## config.mk

```make
export PLATFORM = sky130hd
export DESIGN_NAME = mips32_prog_loader
export DESIGN_NICKNAME = d
export VERILOG_FILES = /design/src/rtl/mips32_prog_loader.sv
export SDC_FILE = /design/constraint.sdc
export NUM_CORES = 1
export LEC_CHECK = 0
export CAP_MARGIN = 5
export CORE_AREA = 2 2 121 123
export DETAILED_ROUTE_END_ITERATION = 8
export DIE_AREA = 0 0 123 125
export DONT_BUFFER_PORTS = 1
export GPL_ROUTABILITY_DRIVEN = 0
export SLEW_MARGIN = 20
export SYNTH_ARGS = -nofsm -noshare
export SYNTH_HDL_FRONTEND = slang
export SYNTH_SLANG_ARGS = --single-unit
```

## constraint.sdc

```tcl
create_clock -name clk -period 5.25 [get_ports clk]
set_input_delay 0.525 -clock clk [delete_from_list [all_inputs] [get_ports clk]]
set_output_delay 0.525 -clock clk [all_outputs]
set_load 0.1 [all_outputs]
```

## src/rtl/mips32_prog_loader.sv

```systemverilog
// mips32_prog_loader
// Byte-stream image loader for the pipelined MIPS32 core. It parses framed
// byte streams, writes the payload words into core memory through a single
// word write port, verifies an XOR checksum and only then releases the core
// with a one-cycle start pulse.
//
// Frame (big-endian): SYNC, ADDR_H, ADDR_L, CNT_H, CNT_L, CNT x 4 data bytes,
// CSUM. CSUM is the XOR of every byte from ADDR_H through the last data byte.
//
// Ports:
//   clk        system clock, rising edge
//   rst_n      synchronous active-low reset
//   in_valid   in_byte valid this cycle
//   in_ready   loader accepts a byte this cycle (low only in WRITE)
//   in_byte    stream byte
//   mem_we     one-cycle word write strobe
//   mem_addr   word address for mem_we (holds when mem_we=0)
//   mem_wdata  word data for mem_we (holds when mem_we=0)
//   cpu_hold   1 = core must not fetch
//   cpu_start  one-cycle pulse releasing the core from PC=0
//   done       last frame loaded and verified
//   err        last frame failed range or checksum check
module mips32_prog_loader #(
    parameter int          ADDR_W = 10,
    parameter int          DEPTH  = 1024,
    parameter logic [7:0]  SYNC   = 8'hA5
) (
    input  logic              clk,
    input  logic              rst_n,
    input  logic              in_valid,
    output logic              in_ready,
    input  logic [7:0]        in_byte,
    output logic              mem_we,
    output logic [ADDR_W-1:0] mem_addr,
    output logic [31:0]       mem_wdata,
    output logic              cpu_hold,
    output logic              cpu_start,
    output logic              done,
    output logic              err
);

    // Wide enough that a 16-bit address plus a 16-bit count can never wrap.
    localparam int RANGE_W = ADDR_W + 17;

    typedef enum logic [3:0] {
        ST_IDLE,
        ST_ADDR_H,
        ST_ADDR_L,
        ST_CNT_H,
        ST_CNT_L,
        ST_DATA,
        ST_WRITE,
        ST_CSUM,
        ST_DONE,
        ST_ERR
    } state_t;

    state_t               state, state_nxt;
    logic                 ready_en;
    logic                 accept;
    logic [15:0]          addr_q;
    logic [15:0]          cnt_q;
    logic [15:0]          cnt_full;
    logic [7:0]           csum_q;
    logic [23:0]          word_q;
    logic [1:0]           bidx_q;
    logic [RANGE_W-1:0]   range_end;
    logic                 range_bad;

    assign accept    = in_valid && in_ready;
    // Count as it will be once the CNT_L byte is taken.
    assign cnt_full  = {cnt_q[15:8], in_byte};
    assign range_end = RANGE_W'(addr_q) + RANGE_W'(cnt_full);
    assign range_bad = (range_end > RANGE_W'(DEPTH));

    // State register
    always_ff @(posedge clk) begin
        if (!rst_n) begin
            state <= ST_IDLE;
        end else begin
            state <= state_nxt;
        end
    end

    // Next state and combinational outputs
    always_comb begin
        state_nxt = state;
        // ready_en keeps in_ready low for the first cycle after reset release.
        in_ready  = ready_en && (state != ST_WRITE);
        mem_we    = (state == ST_WRITE);
        case (state)
            ST_IDLE, ST_DONE, ST_ERR: begin
                if (accept && (in_byte == SYNC)) state_nxt = ST_ADDR_H;
            end
            ST_ADDR_H: if (accept) state_nxt = ST_ADDR_L;
            ST_ADDR_L: if (accept) state_nxt = ST_CNT_H;
            ST_CNT_H:  if (accept) state_nxt = ST_CNT_L;
            ST_CNT_L: begin
                if (accept) begin
                    if (range_bad)             state_nxt = ST_ERR;
                    else if (cnt_full == 16'd0) state_nxt = ST_CSUM;
                    else                       state_nxt = ST_DATA;
                end
            end
            ST_DATA: begin
                if (accept && (bidx_q == 2'd3)) state_nxt = ST_WRITE;
            end
            ST_WRITE: begin
                state_nxt = (cnt_q == 16'd1) ? ST_CSUM : ST_DATA;
            end
            ST_CSUM: begin
                if (accept) state_nxt = (in_byte == csum_q) ? ST_DONE : ST_ERR;
            end
            default: state_nxt = ST_IDLE;
        endcase
    end

    // Frame fields, word assembly, write port and core control
    always_ff @(posedge clk) begin
        if (!rst_n) begin
            ready_en  <= 1'b0;
            addr_q    <= '0;
            cnt_q     <= '0;
            csum_q    <= '0;
            word_q    <= '0;
            bidx_q    <= '0;
            mem_addr  <= '0;
            mem_wdata <= '0;
            cpu_hold  <= 1'b1;
            cpu_start <= 1'b0;
            done      <= 1'b0;
            err       <= 1'b0;
        end else begin
            ready_en  <= 1'b1;
            cpu_start <= 1'b0;
            case (state)
                ST_IDLE, ST_DONE, ST_ERR: begin
                    if (accept && (in_byte == SYNC)) begin
                        cpu_hold <= 1'b1;
                        done     <= 1'b0;
                        err      <= 1'b0;
                        csum_q   <= '0;
                    end
                end
                ST_ADDR_H: begin
                    if (accept) begin
                        addr_q[15:8] <= in_byte;
                        csum_q       <= csum_q ^ in_byte;
                    end
                end
                ST_ADDR_L: begin
                    if (accept) begin
                        addr_q[7:0] <= in_byte;
                        csum_q      <= csum_q ^ in_byte;
                    end
                end
                ST_CNT_H: begin
                    if (accept) begin
                        cnt_q[15:8] <= in_byte;
                        csum_q      <= csum_q ^ in_byte;
                    end
                end
                ST_CNT_L: begin
                    if (accept) begin
                        cnt_q[7:0] <= in_byte;
                        csum_q     <= csum_q ^ in_byte;
                        bidx_q     <= '0;
                        if (range_bad) err <= 1'b1;
                    end
                end
                ST_DATA: begin
                    if (accept) begin
                        word_q <= {word_q[15:0], in_byte};
                        csum_q <= csum_q ^ in_byte;
                        bidx_q <= bidx_q + 2'd1;
                        // Latch the write port on the 4th byte so it holds
                        // steady after the strobe while addr_q moves on.
                        if (bidx_q == 2'd3) begin
                            mem_addr  <= ADDR_W'(addr_q);
                            mem_wdata <= {word_q, in_byte};
                        end
                    end
                end
                ST_WRITE: begin
                    addr_q <= addr_q + 16'd1;
                    cnt_q  <= cnt_q - 16'd1;
                end
                ST_CSUM: begin
                    if (accept) begin
                        if (in_byte == csum_q) begin
                            cpu_start <= 1'b1;
                            cpu_hold  <= 1'b0;
                            done      <= 1'b1;
                        end else begin
                            err <= 1'b1;
                        end
                    end
                end
                default: ;
            endcase
        end
    end

endmodule

```

==> key figures <==
Run status
  – Outcome: finished, final reports clean

STA
  – WHS: 0.140 ns
  – Rel. slew slack: 32.3%
  – Final setup vio count: 0
  – Final WS setup: 2.15 ns
  – Fin. Hold Viols: 0
  – Final min period: 3.10 ns
  – Slew Limit Fails: 0
  – Fmax: 323 MHz
  – Worst slew pin tran: 1.01 ns
  – RSZ-0062 raised after global routing: false
  – Clk_skew: 0.00501 ns
  – Final period util: 59.0%
  – Final setup TNS: 0 ns

Clocking
  – Clock Sinks: 117
  – H-tree levels: 4
  – CTS root buf: clkbuf_16
  – Clk buf depth: 2
  – Clock latency on the worst-skew pair: 0.41 ns
  – Inserted Clock Buffers: 17
  – CTS tree: done
  – Hold_buf cts: 0
  – PostCTS Resize Cnt: 0
  – Clock transition at path regs: 0.06 ns
  – Setup repair bufs after CTS: 0

Worst setup path
  – Worst Setup SP: state[0]
  – Critical Path RT: 4.72 ns
  – CP Launch Type: register
  – Arr. time, crit path: 2.57 ns
  – Slowest cell on the critical path: and2_1
  – Reg2reg start: state[2]
  – Setup Crit Path Kind: reg2out
  – Worst-path maximum fanout: 32
  – Setup crit end kind: primary output
  – Crit path largest cell delay: 0.82 ns
  – Cell Chain, Critical Path: nand4bb_1 > buf_4 > and2_1

Die
  – Total Die Area: 15400 um^2
  – Die Height: 125 um
  – Initial Util: 43.5%
  – Die X: 123 um
  – Rows: 44
  – Core outline area: 14200 um^2
  – I/O pin total: 59

Placement
  – I/O Buffers: 0
  – Place WS: 2.18 ns
  – Final HPWL DP: 11.4 mm
  – Placed insts: 961

Cells and area
  – Layout cells sized above 1: 6.08%
  – Fill count: 1396
  – Layout overhead on the synthesized area: 10.6%
  – Nets: 828
  – Multi-input logic area: 3570 um^2
  – Non-Filler Instances: 990
  – Antenna cells: 0
  – Storage element area: 2340 um^2

Power and ir drop
  – Clock power frac: 46.4%
  – Sw Pwr: 0.744 mW
  – Switching Fraction: 27.9%
  – Pleak: 2.38 nW
  – Sequential power share: 38.0%
  – Max VDD drop: 0.256 mV
  – Gate power share: 15.6%
  – Int Power: 1.92 mW
  – Pwr dens: 391 nW/um^2
  – Tot Pwr: 2.67 mW

GRT
  – GRT Util Overall: 22.0%
  – Largest net degree at the start of global routing: 77
  – Initial antenna violation count: 0
  – Total grt overflow: 0
  – Vias in the first global route: 5263
  – First-pass GRT wire length: 27.1 mm

Logic synthesis
  – Yosys top cell area share: 37.9%
  – FFs w/ async S/R, synth: 0%
  – Most frequent cell after synthesis: nand2_1
  – Main synth FF type: dfxtp_1
  – Distinct cell type count after synthesis: 70
  – Ranking of synthesized cells by area: dfxtp_1 (38%), nand2_1 (11%), a21oi_1 (9.2%)
  – Sequential share of the synthesized area: 37.9%
  – Mapped Nets: 862
  – Largest area contributor in the netlist: dfxtp_1
  – Ys Warns: 0
  – Synth cell count leaders: nand2_1 (183), dfxtp_1 (117), a21oi_1 (113)
  – Mapped cell area: 6170 um^2
  – Post-Syn Instances: 830
  – Yosys reg bits: 117
  – EDFF count, synth: 0
  – Syn Area/Cell: 7.44 um^2

Run
  – Max_cap viols: 0

Min path
  – Hold Path Origin: rst_n
  – Hold crit path type: in2reg

Drt
  – Vias post-DR: 5802
  – DRC: 0
  – Vias per std cell: 5.86
  – Final WL: 16.7 mm
  – 1st-pass router iterations: 5
  – WL per Instance: 16.9 um
  – DRT antenna net count: 0
  – Drt first-iter violations: 574
## cells by family after synthesis
| group | count (synthesis) | share of synthesized area (%) |
|---|---|---|
| simple gates | 354 | 25.9 |
| compound gates | 253 | 24.6 |
| flops | 117 | 37.9 |
| buf+inv | 65 | 4.26 |
| fa+ha+maj | 21 | 4.38 |
| xor+xnor | 17 | 2.41 |
| mux | 3 | 0.547 |
## through the flow
stage	cell area, um^2	util, %
finish	6830	48.1
global route	6830	48.1
CTS	6830	48.1
detailed placement	6210	43.7
global placement	6210	43.7
floorplan	6170	-
## worst paths after layout
| check | endpoint | slack, ns | cells after the start |
|---|---|---|---|
| setup / recovery | in_ready | 2.15 | 3 |
| setup reg to reg | mem_addr[9] | 2.30 | 7 |
| hold reg to reg | word_q[23] | 0.45 | 2 |
| hold / removal | ready_en | 0.14 | 0 |
## state kept, by name, indices dropped and copies added (netlist names)
register and count:
ready_en 1, done 1, csum_q 8, state 4
cpu_start 1, mem_wdata 32, err 1, bidx_q 2
addr_q 16, cpu_hold 1, mem_addr 10, cnt_q 16
word_q 24
## critical path, delay by kind of cell (launching register included)
kind	cells	cell delay, ns
and+or+nand+nor	2	1.07
DFF	1	0.73
buffers and inverters	1	0.36
## placed cells by master, fill, tap and decap left out, types with 3 or more instances in the layout
master and instances:
a211oi_1 10, a21o_1 4, a21oi_1 113, a22oi_1 7
a311oi_1 9, a31oi_1 9, and2_1 5, and3_1 10
buf_4 5, bufinv_16 5, clkbuf_16 17, clkinv_2 3
dfxtp_1 117, ha_1 20, inv_1 5, mux2_2 3
nand2_1 183, nand2b_1 6, nand3_1 15, nand3b_1 11
nand4_1 4, nor2_1 78, nor2b_1 6, nor3_1 11
nor4_1 4, o211ai_1 8, o21a_1 5, o21ai_0 54
o21ai_1 6, or3_1 5, or4_1 4, xor2_1 15
## metal layers
layer,track usage [%],part of all wire (%),up-vias
met2,32.6,44,215
li1,-,-,2848
met1,31.3,46,2716
met5,0,0,-
met3,5.02,8.1,23
met4,7.82,1.6,0
## area by class of cell
class,instances,share of cell area (%)
Clock buffer,19,6.48
Clock inverter,10,2.66
Inverter,7,0.385
Multi-Input combinational cell,648,52.3
Sequential cell,117,34.3
Tap cell,184,3.37
Timing Repair Buffer,5,0.550
## power groups by stage
stage / logic (mW) / registers (mW) / clock network, mW
after floorplan: 0.368 / 0.987 / 0
after global placement: 0.399 / 1.03 / 0
after detailed placement: 0.408 / 1.03 / 0
after CTS: 0.410 / 1.01 / 1.26
after global routing: 0.464 / 1.02 / 1.30
final: 0.416 / 1.01 / 1.24
Note: power is estimated with default switching activity, not from simulation.
